### src/rtl/mac_bus_timing.sv
// mac_bus_timing: clk8/E enables from clk32, video line/frame counters and the
// RAM slot strobes and fetch addresses handed to the data controller.
module mac_bus_timing #(
  parameter int          H_TOTAL    = 352,
  parameter int          H_ACTIVE   = 256,
  parameter int          V_TOTAL    = 370,
  parameter int          V_ACTIVE   = 342,
  parameter int          SOUND_SLOT = 70,
  parameter logic [21:0] VIDEO_BASE = 22'h3FA700,
  parameter logic [21:0] SOUND_BASE = 22'h3FFD00,
  parameter int          E_DIV      = 10
) (
  input  logic        clk32,
  input  logic        _systemReset,
  input  logic        vid_alt,
  input  logic        snd_alt,
  output logic        clk8_en_p,
  output logic        clk8_en_n,
  output logic        E,
  output logic        E_rising,
  output logic        E_falling,
  output logic [1:0]  busCycle,
  output logic        videoBusControl,
  output logic        cpuBusControl,
  output logic        memoryLatch,
  output logic        loadPixels,
  output logic        loadSound,
  output logic        _hblank,
  output logic        _vblank,
  output logic [21:0] videoAddr,
  output logic [21:0] soundAddr
);
  localparam logic [8:0] HL = 9'(H_TOTAL - 1);
  localparam logic [8:0] HA = 9'(H_ACTIVE);
  localparam logic [8:0] VL = 9'(V_TOTAL - 1);
  localparam logic [8:0] VA = 9'(V_ACTIVE);
  localparam logic [6:0] SS = 7'(SOUND_SLOT);
  localparam logic [3:0] EL = 4'(E_DIV - 1);
  localparam logic [3:0] EH = 4'(E_DIV - 4);
  logic [1:0]  div;
  logic [8:0]  hcount, line, nh, nl;
  logic [3:0]  ecount;
  logic        vid_sel, is_vid, n_video, n_sound;
  logic [21:0] vbase;
  assign clk8_en_p     = div == 2'd3;
  assign clk8_en_n     = div == 2'd1;
  assign busCycle      = hcount[1:0];
  assign cpuBusControl = !videoBusControl;
  assign memoryLatch   = clk8_en_n && hcount[1:0] == 2'd3;
  assign loadSound     = hcount[1:0] == 2'd3 && hcount[8:2] == SS;
  assign E             = ecount >= EH;
  assign E_rising      = clk8_en_p && ecount == EH - 4'd1;
  assign E_falling     = clk8_en_p && ecount == EL;
  // Everything below looks at the counter values about to take effect, so the
  // registered flags line up with hcount/line rather than lagging a clk8.
  always_comb begin
    nh      = hcount == HL ? 9'd0 : hcount + 9'd1;
    nl      = hcount != HL ? line : line == VL ? 9'd0 : line + 9'd1;
    n_video = nh < HA && nl < VA && !nh[2];
    n_sound = nh[8:2] == SS;
    vbase   = (nh == 9'd0 ? vid_alt : vid_sel) ? VIDEO_BASE : VIDEO_BASE - 22'h8000;
  end
  always_ff @(posedge clk32 or negedge _systemReset) begin
    if (!_systemReset) begin
      div             <= '0;
      hcount          <= '0;
      line            <= '0;
      ecount          <= '0;
      vid_sel         <= 1'b1;
      is_vid          <= 1'b1;
      videoBusControl <= 1'b1;
      _hblank         <= 1'b1;
      _vblank         <= 1'b1;
      loadPixels      <= 1'b0;
      videoAddr       <= VIDEO_BASE;
      soundAddr       <= SOUND_BASE;
    end else begin
      div        <= div + 2'd1;
      loadPixels <= memoryLatch && is_vid;
      if (clk8_en_p) begin
        hcount  <= nh;
        line    <= nl;
        ecount  <= ecount == EL ? 4'd0 : ecount + 4'd1;
        _hblank <= nh < HA;
        _vblank <= nl < VA;
        if (nh[1:0] == 2'd0) begin
          is_vid          <= n_video;
          videoBusControl <= n_video || n_sound;
        end
        if (nh[1:0] == 2'd0 && n_video)
          videoAddr <= vbase + {4'd0, nl, 9'd0} / 22'd8 + {15'd0, nh[8:3], 1'b0};
        if (nh == 9'd0) begin
          vid_sel   <= vid_alt;
          soundAddr <= (snd_alt ? SOUND_BASE - 22'h5C00 : SOUND_BASE) + {12'd0, nl, 1'b0};
        end
      end
    end
  end
endmodule

### config.mk
export PLATFORM = sky130hd
export DESIGN_NAME = mac_bus_timing
export DESIGN_NICKNAME = d
export VERILOG_FILES = /design/src/rtl/mac_bus_timing.sv
export SDC_FILE = /design/constraint.sdc
export NUM_CORES = 1
export LEC_CHECK = 0
export BUFFER_PORTS_ARGS = -buffer_cell sky130_fd_sc_hd__buf_4
export CORE_ASPECT_RATIO = 1.75
export CORE_MARGIN = 1
export CORE_UTILIZATION = 40
export CTS_CLUSTER_SIZE = 30
export DETAILED_ROUTE_END_ITERATION = 10
export PLACE_DENSITY_LB_ADDON = 0.2
export REMOVE_ABC_BUFFERS = 1
export SLEW_MARGIN = 20
export SYNTH_ARGS = -nofsm -noshare
export SYNTH_HDL_FRONTEND = slang
export SYNTH_SLANG_ARGS = --single-unit
### constraint.sdc
create_clock -name clk32 -period 9.5 [get_ports clk32]
set_input_delay 0.95 -clock clk32 [delete_from_list [all_inputs] [get_ports clk32]]
set_output_delay 0.95 -clock clk32 [all_outputs]
set_load 0.1 [all_outputs]
Yosys cells after proc, flatten, opt, wreduce, memory -nomap -nowiden
Index checks and enable logic that the tools add are counted.

Reduce and logical (&&, ||, !) cells: 16. Muxes and demuxes: 7. Equal/unequal tests: 10. Magnitude comparators: 3. Add/sub/neg operators: 7.

Operators by type and width (count): $mux 9 (3); $add 18x8->19 (1); $add 17x16->18 (1); $add 9x1->9 const B (2); $eq 9x9->1 const B (2); $lt 9x9->1 const B (2); $add 16x11->17 (1); $mux 16 (1); $mux 15 (1); $eq 7x7->1 const B (2); $logic_not 9->1 (1); $ne 9x9->1 const B (1); $logic_and 1x1->1 (8); $reduce_and 2->1 (3); $add 4x1->4 const B (1); $eq 2x2->1 const B (2); $eq 4x3->1 const B (1); $eq 4x4->1 const B (1); $ge 4x3->1 const B (1); $mux 4 (1); $add 2x1->2 const B (1); $eq 2x1->1 const B (1); $logic_not 1->1 (2); $logic_not 2->1 (1); 2 further kinds (2).

Bits of input ports: 4. Output and inout port bits: 58. Register bits: 74. Word-level logic and storage cells: 55.

Depth between registers and ports, before layout
Gate-level depths: netlist of run 1.

Depth after elaboration: 8. Mapped depth: 14. Gate-level depth less buffers: 12.

Worst setup path before layout of run 1
No wires, ideal clock.

Path kind: flip-flop to output port. From: reg div[0]. To: out E_falling. Path slack: 4649 ps. Cell stages (with the launch flop): 5. Arrival time: 3901 ps. Path buffers: 1. Required time: 8550 ps. Cells stage by stage: dfrtp_1 > ha_1 > clkbuf_1 > nand2_1 > nor3b_1.

Cells in the longest elaborated chain, start to end: 2.

Ends and longest elaborated chain: from (decl) (RTL line 40) `logic [1:0] div;`; from (signal assigned) (RTL line 78) `div <= div + 2'd1;`; $eq 2x2->1 (RTL line 45) `assign clk8_en_p = div == 2'd3;`; named net clk8_en_p (RTL line 17) `output logic clk8_en_p,`; $logic_and 1x1->1 (RTL line 53) `assign E_falling = clk8_en_p && ecount == EL;`; to (decl) (RTL line 21) `output logic E_falling,`.

The timed path passes the listed nets, and every way through them passes these cells.

Final worst setup path of run 1
From: reg hcount[1]. To: reg videoAddr[2].

Cells in the longest elaborated chain, start to end: 7. Elaborated cells on any way between the ends: 14. Classes of those cells: add/sub: 2; order compare: 2; eq/ne: 2; mux: 2; reduce/logical: 6.

Ends and longest elaborated chain: from (decl) (RTL line 41) `logic [8:0] hcount, line, nh, nl;`; from (signal assigned) (RTL line 81) `hcount <= nh;`; $ne 9x9->1 (RTL line 58) `nl = hcount != HL ? line : line == VL ? 9'd0 : line + 9'd1;`; $mux 9 (RTL line 58); named net nl[7] (RTL line 41); $lt 9x9->1 (RTL line 59) `n_video = nh < HA && nl < VA && !nh[2];`; $logic_and 1x1->1 (2 in series) (RTL line 59); $logic_and 1x1->1 (RTL line 90) `if (nh[1:0] == 2'd0 && n_video)`; $reduce_and 2->1 (no line); to (signal assigned) (RTL line 91) `videoAddr <= vbase + {4'd0, nl, 9'd0} / 22'd8 + {15'd0, nh[8:3], 1'b0};`; to (decl) (RTL line 30) `output logic [21:0] videoAddr,`.

The timed path passes the listed nets, and every way through them passes these cells. A chain may end at the register's enable or synchronous reset.

==> flow_metrics.env, run 1 <==
export IMPL_hp_class="flip-flop to flip-flop"
export IMPL_synth_top_area_frac=0.300
export IMPL_p_comb_frac=0.016
export IMPL_pwr_share_clk=0.559
export IMPL_tightest_slew_ns=0.803
export IMPL_gp_congestion=0.895
export IMPL_drtIter0Drc=130
export IMPL_antenna_found_initial=0
export IMPL_fp_row_count=45
export IMPL_dp_hpwl_um=5970
export IMPL_r2r_end="videoAddr[2]$_DFFE_PN0P_"
export IMPL_ys_flop_type="dfrtp_1"
export IMPL_die_h_um=127
export IMPL_synth_top_cell_by_area="dfrtp_1"
export IMPL_cts_tree="built"
export IMPL_synth_seq_cells=63
export IMPL_fin_ws_ns=5.18
export IMPL_rsz0062_at_grt="no"
export IMPL_finalMaxSlewViolations=0
export IMPL_synth_cell_types=57
export IMPL_drt_pass1_iter_count=4
export IMPL_grt_first_pass_wirelength_um=13300
export IMPL_postRouteWirelength_um=8280
export IMPL_die_area_sq_mm=0.00938
export IMPL_intPower_uw=507
export IMPL_seqCellArea_sq_mm=0.00160
export IMPL_grt_pass1_vias=2529
export IMPL_nFillCells=828
export IMPL_seqPwrFrac=0.425
export IMPL_core_sq_mm=0.00867
export IMPL_via_per_inst=5.27
export IMPL_max_freq_mhz=232
export IMPL_setup_viol=0
export IMPL_htree_levels=3
export IMPL_leakagePower_uw=0.00200
export IMPL_fin_crit_sh=0.455
export IMPL_grt_max_degree=64
export IMPL_worst_setup_path_start_kind="flip-flop"
export IMPL_drc=0
export IMPL_postCtsSetupRepairBufs=0
export IMPL_cts_buffers=9
export IMPL_grtUsageMet3=0.0426
export IMPL_root_buffer="clkbuf_16"
export IMPL_hold_path_end="_hblank$_DFFE_PN1P_"
export IMPL_final_util=0.496
export IMPL_clkLatencyLatePin_ns=0.33
export IMPL_synthTopCellsByArea="dfrtp_1 (30%), dfstp_2 (15%), mux2_2 (5.6%)"
export IMPL_ys_warnings_count=0
export IMPL_crit_fanout=24
export IMPL_max_cap_violations=0
export IMPL_syn_cell_area_sq_mm=0.00359
export IMPL_placed_cell_area_sq_mm=0.00397
export IMPL_nets=395
export IMPL_grt_use_met1=0.214
export IMPL_io_pins=62
export IMPL_synth_yosys_seq_area_share=0.446
export IMPL_initial_core_util=0.414
export IMPL_setup_tns_ns=0
export IMPL_cts_hold_buffers=0
export IMPL_crit_type="flip-flop to flip-flop"
export IMPL_status="finished clean"
export IMPL_n_antenna_cell=0
export IMPL_multi_input_area_sq_mm=0.00171
export IMPL_place_ws_ns=5.23
export IMPL_layout_common_cells="buf_4 (61), dfrtp_1 (43), a21oi_1 (28), dfstp_2 (20), mux2_2 (18)"
export IMPL_synth_xor_area_frac=0.0610
export IMPL_grtUsageMet2=0.333
export IMPL_min_from="_hblank$_DFFE_PN1P_"
export IMPL_vdd_drop_max_uv=87.0
export IMPL_area_delta_synth_final_pct=19.6
export IMPL_synth_top_family_by_area="simple AND/OR/NAND/NOR gates"
export IMPL_fin_crit_ns=4.32
export IMPL_post_synth_and_or_nand_nor_area_fraction=0.153
export IMPL_vias=2638
export IMPL_track_usage=0.192
export IMPL_port_buffers=59
export IMPL_path_clk_slew_ns=0.05
export IMPL_syn_inst=341
export IMPL_skew_ns=0.00580
export IMPL_fin_area_sq_mm=0.00430
export IMPL_p_per_area_mw_per_mm2=147
export IMPL_ctsResizeCount=0
export IMPL_p_switching_uw=126
export IMPL_stdcell_count=501
export IMPL_drt_wirelength_per_cell_um=16.5
export IMPL_worstPathArrival_ns=4.53
export IMPL_hold_viol=0
export IMPL_ant_nets=0
export IMPL_synth_area_mux_share=0.102
export IMPL_placed_cells=485
export IMPL_grt_ovfl_total=0
export IMPL_clk_path_buf_depth=2
export IMPL_r2r_cells=10
export IMPL_timing_rr_start="hcount[1]$_DFFE_PN0P_"
export IMPL_worstSetupEndpointType="flip-flop"
export IMPL_die_w_um=73.6
export IMPL_avgSynthCellArea_sq_um=10.5
export IMPL_synth_fa_ha_area_frac=0.0418
export IMPL_final_common_cell="buf_4"
export IMPL_hold_path_depth=2
export IMPL_swShare=0.199
export IMPL_max_slew_margin_rel=0.465
export IMPL_async_flop_share=1.00
export IMPL_synth_compound_area_share=0.115
export IMPL_reg2reg_slack_ns=5.18
export IMPL_gr_max_usage_layer="met2"
export IMPL_synth_enable_flop_cells=0
export IMPL_clock_sinks=63
export IMPL_drive_gt1_frac=0.344
export IMPL_cp_data_required_time_ns=9.71
routing by layer:
| metal | wire [um] | vias up |
|---|---|---|
| met3 | 257 | 18 |
| met2 | 4470 | 65 |
| li1 | - | 1264 |
| met4 | 292 | 0 |
| met5 | 0 | - |
| met1 | 3270 | 1291 |
worst max path at each step:
stage,startpoint,cells after the start,slack [ns],to
2_1_floorplan,div[0]$_DFF_PN0_,3,4.12,E_falling
3_3_place_gp,hcount[1]$_DFFE_PN0P_,10,5.37,videoAddr[2]$_DFFE_PN0P_
3_5_place_dp,hcount[0]$_DFFE_PN0P_,10,5.23,videoAddr[2]$_DFFE_PN0P_
4_1_cts,hcount[0]$_DFFE_PN0P_,11,5.19,videoAddr[16]$_DFFE_PN1P_
5_1_grt,hcount[1]$_DFFE_PN0P_,11,4.78,videoAddr[20]$_DFFE_PN1P_
6_report,hcount[1]$_DFFE_PN0P_,10,5.18,videoAddr[2]$_DFFE_PN0P_
power by group through the flow:
stage	logic (uW)	registers (uW)	clock network, uW
floorplan	3.83	273	0
global placement	10.6	273	0
detailed placement	10.5	273	0
CTS	10.6	269	361
global route	11.5	269	374
finish	10.0	269	354
sequential cells by signal, indices dropped and copies added (netlist names), 2 cells and up:
register   cells
hcount         9
div            2
videoAddr     18
ecount         4
line           9
soundAddr     15
logic make-up after synthesis:
logic type / Yosys count
simple gates: 94
compound gates: 64
flops: 63
buf+inv: 51
mux: 31
xor+xnor: 25
fa+ha+maj: 12
other cells: 1
metrics by stage:
stage / hold WS, ns / power (uW)
CTS: 0.472 / 640
global route: 0.488 / 654
floorplan: 0.428 / 277
finish: 0.466 / 633
detailed placement: 0.458 / 284
global placement: 0.445 / 284
Yosys cell counts (all sizes together), types with 2 or more instances:
master  instances
nor4b           2
a31oi           3
o31a            2
mux2i           6
dfstp          20
nor3b           2
a21oi          29
mux2           25
a21o            5
inv            16
nand2b          3
nor2b           6
a32o            2
xor2            8
or4             2
nor3            7
nand4b          2
buf            27
and4            4
nand4           7
dfrtp          43
and2            5
clkbuf          8
o21ai          10
ha             12
xnor2          17
o211ai          3
nor2           16
and3            4
nand3          15
nand2          14
area by class of cell:
cell class / count / area share
clock buffer: 11 / 0.0565
clock inverter: 5 / 0.0189
inverter: 16 / 0.0140
multi-input combinational: 228 / 0.397
sequential: 63 / 0.373
tap: 117 / 0.0341
timing repair buffer: 61 / 0.107
worst max-delay path: stages, from the launching register on:
cell and delay (ns):
dfrtp_1 0.43, ha_1 0.35, nand4_1 0.27, nor3_1 0.62, nand3_1 0.18, xor2_1 0.36, inv_1 0.14, ha_1 0.28
or4_4 0.56, a21oi_4 0.58, mux2_2 0.40
No activity file was read; power rests on OpenSTA's default activity.
==> inputs of run 2 (changes only) <==
--- a/config.mk
+++ b/config.mk
@@ -5,6 +5,7 @@
 export SDC_FILE = /design/constraint.sdc
 export NUM_CORES = 1
 export LEC_CHECK = 0
+export ABC_AREA = 1
 export BUFFER_PORTS_ARGS = -buffer_cell sky130_fd_sc_hd__buf_4
 export CORE_ASPECT_RATIO = 1.75
 export CORE_MARGIN = 1
==> constraint.sdc (replaced) <==
create_clock -name clk32 -period 4.1 [get_ports clk32]
set_input_delay 0.41 -clock clk32 [delete_from_list [all_inputs] [get_ports clk32]]
set_output_delay 0.41 -clock clk32 [all_outputs]
set_load 0.1 [all_outputs]
==> flow_metrics.env, run 2 <==
export IMPL_die_w_um=75.3
export IMPL_placed_cells=633
export IMPL_synth_seq_cells=63
export IMPL_placed_cell_area_sq_mm=0.00417
export IMPL_cts_hold_buffers=0
export IMPL_p_comb_frac=0.016
export IMPL_vdd_drop_max_uv=244
export IMPL_path_clk_slew_ns=0.05
export IMPL_initial_core_util=0.413
export IMPL_synth_compound_area_share=0.0716
export IMPL_crit_fanout=20
export IMPL_cp_data_required_time_ns=4.32
export IMPL_die_area_sq_mm=0.00980
export IMPL_ys_warnings_count=0
export IMPL_syn_cell_area_sq_mm=0.00376
export IMPL_ys_flop_type="dfrtp_1"
export IMPL_drt_pass1_iter_count=4
export IMPL_core_sq_mm=0.00909
export IMPL_synth_top_area_frac=0.286
export IMPL_synth_top_family_by_area="simple AND/OR/NAND/NOR gates"
export IMPL_htree_levels=3
export IMPL_ant_nets=0
export IMPL_drt_wirelength_per_cell_um=13.5
export IMPL_cp_top_family="simple AND/OR/NAND/NOR gates"
export IMPL_slowest_stage="dfrtp_1"
export IMPL_synth_enable_flop_cells=0
export IMPL_avgSynthCellArea_sq_um=7.84
export IMPL_crit_type="flip-flop to flip-flop"
export IMPL_p_per_area_mw_per_mm2=335
export IMPL_postCtsSetupRepairBufs=0
export IMPL_via_per_inst=4.85
export IMPL_synth_xor_area_frac=0.0163
export IMPL_crit_chain="ha_1, nand2_2, clkinv_1, nand2_4, nor2_4, nand4_1, xor2_1, inv_2, ha_1, nand2_1, nor2_2, inv_2, nor2_2, nor2_2, nand2_2, nand2_1, nand2_1"
export IMPL_worst_path_buf_inv=3
export IMPL_fin_crit_ns=3.42
export IMPL_postRouteWirelength_um=8740
export IMPL_worst_hold_slack_ns=0.163
export IMPL_io_pins=62
export IMPL_hold_viol=0
export IMPL_pwr_share_clk=0.571
export IMPL_worstPathArrival_ns=3.64
export IMPL_drive_gt1_frac=0.267
export IMPL_finalMaxSlewViolations=0
export IMPL_antenna_found_initial=0
export IMPL_clkLatencyLatePin_ns=0.33
export IMPL_async_flop_share=1.00
export IMPL_area_delta_synth_final_pct=19.9
export IMPL_crit_start="hcount[0]$_DFFE_PN0P_"
export IMPL_critical_path_depth=17
export IMPL_worstSetupEndpointType="flip-flop"
export IMPL_max_stage_delay_ns=0.44
export IMPL_hp_class="primary input to asynchronous set/reset pin"
export IMPL_grt_first_pass_wirelength_um=14100
export IMPL_rsz0062_at_grt="no"
export IMPL_stdcell_count=649
export IMPL_worst_setup_path_start_kind="flip-flop"
export IMPL_intPower_uw=1220
export IMPL_fin_area_sq_mm=0.00450
export IMPL_grt_pass1_vias=2998
export IMPL_syn_inst=479
export IMPL_synth_top_cell_by_area="dfrtp_1"
export IMPL_gr_max_usage_layer="met2"
export IMPL_layout_common_cells="nand2_1 (151), buf_4 (61), inv_1 (46), dfrtp_1 (43), o21ai_0 (31)"
export IMPL_grtUsageMet2=0.338
export IMPL_skew_ns=0.00431
export IMPL_yosysMostFrequentCell="nand2_1"
export IMPL_max_slew_margin_rel=0.474
export IMPL_synth_cell_types=37
export IMPL_p_switching_uw=289
export IMPL_vias=3150
export IMPL_synth_fa_ha_area_frac=0.0400
export IMPL_grt_max_degree=64
export IMPL_clock_sinks=63
export IMPL_root_buffer="clkbuf_16"
export IMPL_reg_top3="videoAddr x18, soundAddr x15"
export IMPL_synthTopCellsByCount="nand2_1 (151), inv_1 (46), dfrtp_1 (43)"
export IMPL_nets=540
export IMPL_swShare=0.192
export IMPL_tightest_slew_ns=0.788
export IMPL_cts_buffers=9
export IMPL_clk_path_buf_depth=2
export IMPL_n_antenna_cell=0
export IMPL_synth_yosys_seq_area_share=0.426
export IMPL_dp_hpwl_um=6410
export IMPL_gp_congestion=0.848
export IMPL_seqPwrFrac=0.414
export IMPL_port_buffers=59
export IMPL_leakagePower_uw=0.00231
export IMPL_die_h_um=130
export IMPL_final_common_cell="nand2_1"
export IMPL_grtUsageMet3=0.0324
export IMPL_grt_ovfl_total=0
export IMPL_drtIter0Drc=171
export IMPL_cts_tree="built"
export IMPL_r2r_cells=17
export IMPL_grt_use_met1=0.224
export IMPL_drc=0
export IMPL_setup_viol=0
export IMPL_largest_reg_flops=18
export IMPL_fp_row_count=46
export IMPL_max_cap_violations=0
export IMPL_track_usage=0.196
export IMPL_ctsResizeCount=0
export IMPL_synthTopCellsByArea="dfrtp_1 (29%), nand2_1 (15%), dfstp_2 (14%)"
export IMPL_fin_crit_sh=0.835
export IMPL_timing_rr_start="hcount[0]$_DFFE_PN0P_"
export IMPL_max_freq_mhz=292
export IMPL_status="finished clean"
export IMPL_post_synth_and_or_nand_nor_area_fraction=0.337
export IMPL_largest_register="videoAddr"
export IMPL_synth_area_mux_share=0
[run 2: worst register-to-register path, delay by kind of cell (launching register included)]
family	cells	cell delay, ns
simple gates	11	1.67
flops	1	0.44
fa+ha+maj	2	0.54
xor+xnor	1	0.41
buf+inv	3	0.26
[run 2: per-layer routing]
| layer | part of all wire | routed length [um] |
|---|---|---|
| met1 | 0.41 | 3580 |
| met2 | 0.52 | 4540 |
| met3 | 0.031 | 268 |
| met4 | 0.039 | 344 |
| met5 | 0 | 0 |
[run 2: final timing paths]
path	to	slack (ns)
max	videoAddr[5]$_DFFE_PN0P_	0.68
min	div[0]$_DFF_PN0_	0.16
max reg2reg	videoAddr[5]$_DFFE_PN0P_	0.68
min reg2reg	videoAddr[17]$_DFFE_PN1P_	0.45
max in group asynchronous	ecount[2]$_DFFE_PN0P_	3.42
min in group clk32	vid_sel$_DFFE_PN1P_	0.32
[run 2: stage by stage]
step	util	power [uW]	setup slack, ns	setup TNS [ns]
6_report	0.495	1510	0.676	0
5_1_grt	0.495	1550	0.269	0
4_1_cts	0.495	1520	0.689	0
3_5_place_dp	0.458	658	0.710	0
3_3_place_gp	0.458	658	0.905	0
2_1_floorplan	-	643	-0.551	-0.699
[run 2: cell type report]
| class | instances | area (sq um) |
|---|---|---|
| clock buffer | 10 | 229 |
| inverter | 54 | 203 |
| fill | 939 | 4590 |
| tap | 120 | 150 |
| sequential | 63 | 1600 |
| clock inverter | 6 | 109 |
| multi-input combinational | 335 | 1750 |
| timing repair buffer | 61 | 458 |
[run 2: power by group through the flow]
stage	Combinational (uW)	Sequential [uW]	Clock, uW
after global routing	27.0	623	898
after detailed placement	24.7	633	0
after CTS	24.7	623	875
final	23.4	623	860
after global placement	24.6	633	0
after floorplan	9.24	634	0
[run 2: kinds of logic (layout without fill, tap and decap cells)]
logic type | after synthesis | in the layout
buf+inv | 82 | 131
simple gates | 266 | 266
fa+ha+maj | 12 | 12
compound gates | 48 | 48
xor+xnor | 7 | 7
flops | 63 | 63
other cells | 1 | 2
